==> config.mk <==
export PLATFORM = sky130hd
export DESIGN_NAME = param_mem_controller
export DESIGN_NICKNAME = d
export VERILOG_FILES = /design/src/rtl/param_mem_ctrl_pkg.sv /design/src/rtl/mem_ctrl_alu.sv /design/src/rtl/param_mem_controller.sv
export SDC_FILE = /design/constraint.sdc
export NUM_CORES = 1
export LEC_CHECK = 0
export ABC_CLOCK_PERIOD_IN_PS = 31200
export CAP_MARGIN = 30
export CELL_PAD_IN_SITES_DETAIL_PLACEMENT = 1
export CELL_PAD_IN_SITES_GLOBAL_PLACEMENT = 1
export CORE_ASPECT_RATIO = 0.8
export CORE_MARGIN = 3
export CORE_UTILIZATION = 54
export DETAILED_ROUTE_END_ITERATION = 10
export GPL_ROUTABILITY_DRIVEN = 0
export PLACE_DENSITY_LB_ADDON = 0.15
export SYNTH_ARGS = -nofsm -noshare
export SYNTH_HDL_FRONTEND = slang
export SYNTH_HIERARCHICAL = 1
export SYNTH_SLANG_ARGS = --single-unit
==> constraint.sdc <==
create_clock -name clk -period 31.2 [get_ports clk]
set_input_delay 6.24 -clock clk [delete_from_list [all_inputs] [get_ports clk]]
set_output_delay 6.24 -clock clk [all_outputs]
set_load 0.03 [all_outputs]
==> src/rtl/param_mem_ctrl_pkg.sv <==
// rtl/param_mem_ctrl_pkg.sv - state/opcode encodings and instruction field helpers
package param_mem_ctrl_pkg;

    typedef enum logic [3:0] {
        ST_IDLE   = 4'd0,
        ST_FETCH  = 4'd1,
        ST_DECODE = 4'd2,
        ST_READ   = 4'd3,
        ST_EXEC   = 4'd4,
        ST_WB     = 4'd5,
        ST_HALT   = 4'd6
    } state_t;

    localparam logic [3:0] OP_ADD  = 4'h0;
    localparam logic [3:0] OP_SUB  = 4'h1;
    localparam logic [3:0] OP_AND  = 4'h2;
    localparam logic [3:0] OP_OR   = 4'h3;
    localparam logic [3:0] OP_XOR  = 4'h4;
    localparam logic [3:0] OP_NOT  = 4'h5;
    localparam logic [3:0] OP_SHL  = 4'h6;
    localparam logic [3:0] OP_SHR  = 4'h7;
    localparam logic [3:0] OP_LDI  = 4'h8;
    localparam logic [3:0] OP_MOV  = 4'h9;
    localparam logic [3:0] OP_BEQZ = 4'hA;
    localparam logic [3:0] OP_JMP  = 4'hB;
    localparam logic [3:0] OP_HALT = 4'hF;

    // Instruction words are passed zero-extended to 32 bits so one helper serves any IW.
    function automatic logic [3:0] f_opcode(input logic [31:0] word, input int iw);
        return word[iw-4 +: 4];
    endfunction

    // pos 0 = src2 (LSBs), 1 = src1, 2 = dest
    function automatic logic [7:0] f_field(input logic [31:0] word, input int raw, input int pos);
        return 8'((word >> (pos * raw)) & ((32'd1 << raw) - 32'd1));
    endfunction

endpackage

==> src/rtl/mem_ctrl_alu.sv <==
// rtl/mem_ctrl_alu.sv - combinational ALU for opcodes 0-7 and MOV
module mem_ctrl_alu
    import param_mem_ctrl_pkg::*;
#(
    parameter int DW = 16
) (
    input  logic [DW-1:0] opa1,
    input  logic [DW-1:0] opa2,
    input  logic [3:0]    opcode,
    output logic [DW-1:0] result,
    output logic          carry
);

    logic [DW:0] wide;

    always_comb begin
        wide   = '0;
        result = '0;
        carry  = 1'b0;
        case (opcode)
            OP_ADD: begin
                wide   = {1'b0, opa1} + {1'b0, opa2};
                result = wide[DW-1:0];
                carry  = wide[DW];
            end
            // Extra top bit of the wrapped difference is the borrow.
            OP_SUB: begin
                wide   = {1'b0, opa1} - {1'b0, opa2};
                result = wide[DW-1:0];
                carry  = wide[DW];
            end
            OP_AND: result = opa1 & opa2;
            OP_OR:  result = opa1 | opa2;
            OP_XOR: result = opa1 ^ opa2;
            OP_NOT: result = ~opa1;
            OP_SHL: begin
                result = {opa1[DW-2:0], 1'b0};
                carry  = opa1[DW-1];
            end
            OP_SHR: begin
                result = {1'b0, opa1[DW-1:1]};
                carry  = opa1[0];
            end
            OP_MOV: result = opa1;
            default: result = '0;
        endcase
    end

endmodule

==> src/rtl/param_mem_controller.sv <==
// rtl/param_mem_controller.sv - multi-cycle fetch/decode/read/exec/writeback controller
module param_mem_controller
    import param_mem_ctrl_pkg::*;
#(
    parameter  int DW         = 16,
    parameter  int RF_DEPTH   = 16,
    parameter  int IMEM_DEPTH = 32,
    localparam int RAW        = $clog2(RF_DEPTH),
    localparam int PC_W       = $clog2(IMEM_DEPTH),
    localparam int IW         = 4 + 3 * RAW
) (
    input  logic            clk,
    input  logic            reset,
    input  logic            S,
    output logic            imem_req,
    output logic [PC_W-1:0] imem_addr,
    input  logic            imem_ack,
    input  logic [IW-1:0]   imem_data,
    output logic [3:0]      curr,
    output logic [PC_W-1:0] pc,
    output logic [IW-1:0]   temp,
    output logic [3:0]      opcode,
    output logic [RAW-1:0]  dest,
    output logic [RAW-1:0]  src1,
    output logic [RAW-1:0]  src2,
    output logic [DW-1:0]   opa1,
    output logic [DW-1:0]   opa2,
    output logic [DW-1:0]   alutemp,
    output logic            zf,
    output logic            cf,
    output logic            halted
);

    state_t          state, next_state;
    logic [DW-1:0]   regs [RF_DEPTH];
    logic [DW-1:0]   alu_result;
    logic            alu_carry;
    logic [DW-1:0]   exec_result;
    logic [2*RAW-1:0] imm;
    logic            br_taken;

    assign curr      = state;
    assign imem_addr = pc;
    assign imm       = {src1, src2};

    mem_ctrl_alu #(.DW(DW)) u_alu (
        .opa1   (opa1),
        .opa2   (opa2),
        .opcode (opcode),
        .result (alu_result),
        .carry  (alu_carry)
    );

    assign exec_result = (opcode == OP_LDI) ? DW'(imm) : alu_result;
    // Branches never write the register file, so reg[dest] is stable in WB.
    assign br_taken = (opcode == OP_JMP) || ((opcode == OP_BEQZ) && (regs[dest] == '0));

    always_ff @(posedge clk or posedge reset) begin
        if (reset) state <= ST_IDLE;
        else       state <= next_state;
    end

    always_comb begin
        next_state = state;
        imem_req   = 1'b0;
        case (state)
            ST_IDLE:   if (S) next_state = ST_FETCH;
            ST_FETCH: begin
                imem_req = 1'b1;
                if (imem_ack) next_state = ST_DECODE;
            end
            ST_DECODE: next_state = ST_READ;
            ST_READ:   next_state = ST_EXEC;
            ST_EXEC:   next_state = ST_WB;
            ST_WB: begin
                if (opcode == OP_HALT) next_state = ST_HALT;
                else if (S)            next_state = ST_FETCH;
                else                   next_state = ST_IDLE;
            end
            ST_HALT:   next_state = ST_HALT;
            default:   next_state = ST_IDLE;
        endcase
    end

    always_ff @(posedge clk or posedge reset) begin
        if (reset) begin
            pc      <= '0;
            temp    <= '0;
            opcode  <= '0;
            dest    <= '0;
            src1    <= '0;
            src2    <= '0;
            opa1    <= '0;
            opa2    <= '0;
            alutemp <= '0;
            zf      <= 1'b0;
            cf      <= 1'b0;
            halted  <= 1'b0;
            for (int i = 0; i < RF_DEPTH; i++) regs[i] <= '0;
        end else begin
            case (state)
                ST_FETCH: if (imem_ack) temp <= imem_data;
                ST_DECODE: begin
                    opcode <= f_opcode(32'(temp), IW);
                    dest   <= RAW'(f_field(32'(temp), RAW, 2));
                    src1   <= RAW'(f_field(32'(temp), RAW, 1));
                    src2   <= RAW'(f_field(32'(temp), RAW, 0));
                end
                ST_READ: begin
                    opa1 <= regs[src1];
                    opa2 <= regs[src2];
                end
                ST_EXEC: begin
                    alutemp <= exec_result;
                    if (!opcode[3]) begin
                        zf <= (exec_result == '0);
                        cf <= alu_carry;
                    end
                end
                ST_WB: begin
                    if (opcode <= OP_MOV) regs[dest] <= alutemp;
                    if (opcode == OP_HALT) halted <= 1'b1;
                    else if (br_taken)     pc <= PC_W'(imm);
                    else                   pc <= pc + PC_W'(1);
                end
                default: ;
            endcase
        end
    end

endmodule

==> flow_summary.ini <==
[synth]
synth_fp_nets = 1777
synth_ff_type = dfrtp_1
syn-mean-instance-area_sq_um = 12.5
syn_area_sq_mm = 0.0214
ys_warn_count = 6
synth_area_leaders = dfrtp_1 41%, mux4_2 17%, mux2_2 17%
yosysSeqAreaShare_pct = 40.6
synth_top_area_cell = dfrtp_1
synth_common_cells = 347 x dfrtp_1, 320 x mux2_2, 162 x mux4_2
synth_top_area_share_pct = 40.6
synth-edff-count = 0
ys_seq_elements = 347
yosysUniqueCellTypes = 91
synth.most_common_cell = dfrtp_1
synthArstFlopShare_pct = 100
netlist_instances = 1705

[drt]
drt-total-wl_mm = 79.7
drt.antenna.violating_nets = 0
avgViaCountPerCell = 7.35
wl_per_cell_um = 34.2
initialDrtViolationCount = 2136
first_pass_iters = 5
vias = 17100
drc = 0

[placed_design]
dp_hpwl_mm = 53.2
place.port_buffers = 116
pre_cts_ws_ns = 22.56

[clocking]
clk_pin_slew_ns = 0.06
clock_sinks = 347
numCtsBuffers = 37
cts_setup_buffers = 0
cts_root_buffer = clkbuf_16
cts_resized = 0
clkLatencyLatePin_ns = 0.56
clockBufferDepth = 3
postCtsHoldBufs = 0
cts_tree = yes
cts_max_level = 2

[timing]
max_freq_mhz = 116
setup_viol = 0
fin_setup_tns_ns = 0
hold_viol = 0
tightest_slew_ns = 1.03
period_needed_ns = 8.62
finalCritPeriodShare_pct = 27.6
setup_slack_ns = 22.58
fin_skew_ns = 0.0297
rsz0062_at_grt = false
finalMaxSlewViolations = 0
slew_headroom_pct = 30.7

[setup_path]
max_stage_delay_ns = 0.99
critPathTopFamily = flip-flops
required_ns = 24.96
critPathMaxFanout = 26
crit_chain = clkdlybuf4s50_1
worstPathArrival_ns = 2.38
worstSetupPathType = reg -> out
start_kind = flop
cp-end-kind = output pin
crit_path_top_delay_cell = dfrtp_1
critPathBufInv = 1

[final_layout]
seqCellArea_sq_mm = 0.00870
final_layout_size_suffix_gt1_share_pct = 34.8
syn2layout_area_growth_pct = 14.6
n_fill_cell = 3736
nNetsFinal = 1846
multi_input_area_sq_mm = 0.0119
num_antenna_cells = 0

[grt]
overflow = 0
track_usage_pct = 38.2
grt_pass1_vias = 17900
grt_pass1_wl_mm = 120
antenna_found_initial = 4
grt_max_degree = 110

[die]
coreArea_sq_mm = 0.0387
rows = 64
die_h_um = 184
fp.dieW_um = 228
die_area_sq_mm = 0.0420
ioPinCount = 118
start_util_pct = 55.3

[worst_hold_path]
hold_class = reg -> reg

[power_and_ir_drop]
total_leakage_power_nw = 10.7
power.density_mw_per_mm2 = 84.9
peakVddDrop_mv = 0.0959

[status]
status = finished clean

[run]
cap_violations = 0
[kinds of logic after synthesis]
| group | after synthesis | synth area share [%] |
|---|---|---|
| flops | 347 | 40.6 |
| fa+ha+maj | 52 | 3.11 |
| other cells | 1 | 0.0175 |
| compound gates | 263 | 8.77 |
| mux | 503 | 35.0 |
| simple gates | 354 | 8.58 |
| buf+inv | 185 | 3.90 |
[where the power goes]
group	internal (mW)	leakage, nW	switching [mW]
clock	0.279	0.629	0.195
combinational	0.368	5.28	0.551
sequential	0.512	4.76	0.175
[layout by cell type (no fill, tap or decap), types with 7 or more instances in the layout]
master and n:
inv_1 50, nand2_1 83, buf_16 12, clkbuf_8 7
nor2b_1 12, a22o_1 9, nor4_1 33, clkdlybuf4s50_1 116
a21oi_1 49, mux2i_1 20, nor3_2 7, o211ai_1 9
nand4_1 11, mux4_2 162, a211oi_1 15, a22oi_1 13
nor2_1 88, nand2b_1 15, a31oi_1 12, nand3_1 29
nor3_1 31, a211o_1 7, a221oi_1 9, clkbuf_1 7
o21ai_0 54, dfrtp_1 342, clkbuf_16 39, ha_1 50
a21o_1 9, buf_4 30, mux2_2 320
[area by class of cell]
cell class | count | share of cell area, %
Multi-Input combinational cell | 1173 | 48.5
Clock buffer | 53 | 4.49
Clock inverter | 14 | 0.746
Sequential cell | 347 | 35.5
Timing Repair Buffer | 162 | 7.24
Inverter | 53 | 0.843
Tap cell | 528 | 2.70
[sequential cells by signal, indices dropped and copies added, names as in the netlist]
| register | count |
|---|---|
| regs | 256 |
| alutemp | 16 |
| opa1 | 16 |
| opa2 | 16 |
| temp | 16 |
| imem_addr | 5 |
| dest | 4 |
| opcode | 4 |
| src1 | 4 |
| src2 | 4 |
| curr | 3 |
| cf | 1 |
| halted | 1 |
| zf | 1 |
[layer usage]
layer / wire [um] / track usage, %
met1: 31200 / 52.5
met4: 4220 / 18.0
met2: 35500 / 57.7
met5: 23 / 0
met3: 8750 / 9.45
[path summary, 6_finish.rpt]
check                                      startpoint                    end  slack (ns)  cells after the start
worst max-delay path            opcode[0]$_DFFE_PP0P_              opcode[0]       22.58                      1
worst min-delay path               halted$_DFFE_PP0P_     halted$_DFFE_PP0P_        0.49                      1
worst max register to register    opa1[1]$_DFFE_PP0N_         zf$_DFFE_PP0P_       26.62                     14
worst min register to register     halted$_DFFE_PP0P_     halted$_DFFE_PP0P_        0.49                      1
max in group asynchronous                       reset  regs[124]$_DFFE_PP0P_       23.68                      4
min in group asynchronous                       reset     halted$_DFFE_PP0P_        6.23                      2
[per-stage QoR]
stage          instance area, sq um  utilization [%]  power (mW)  instances  hold slack, ns
4_1_cts                       24400             63.2        2.06       2328           0.488
3_5_place_dp                  23200             59.9        1.57       2261           0.465
3_3_place_gp                  22800             59.0        1.53       2247           0.469
2_1_floorplan                 21400                -        1.23       1705           0.505
6_report                      24500             63.3        2.08       2330           0.487
5_1_grt                       24500             63.3        2.16       2330           0.496
Power figures use the tool's default switching activity.
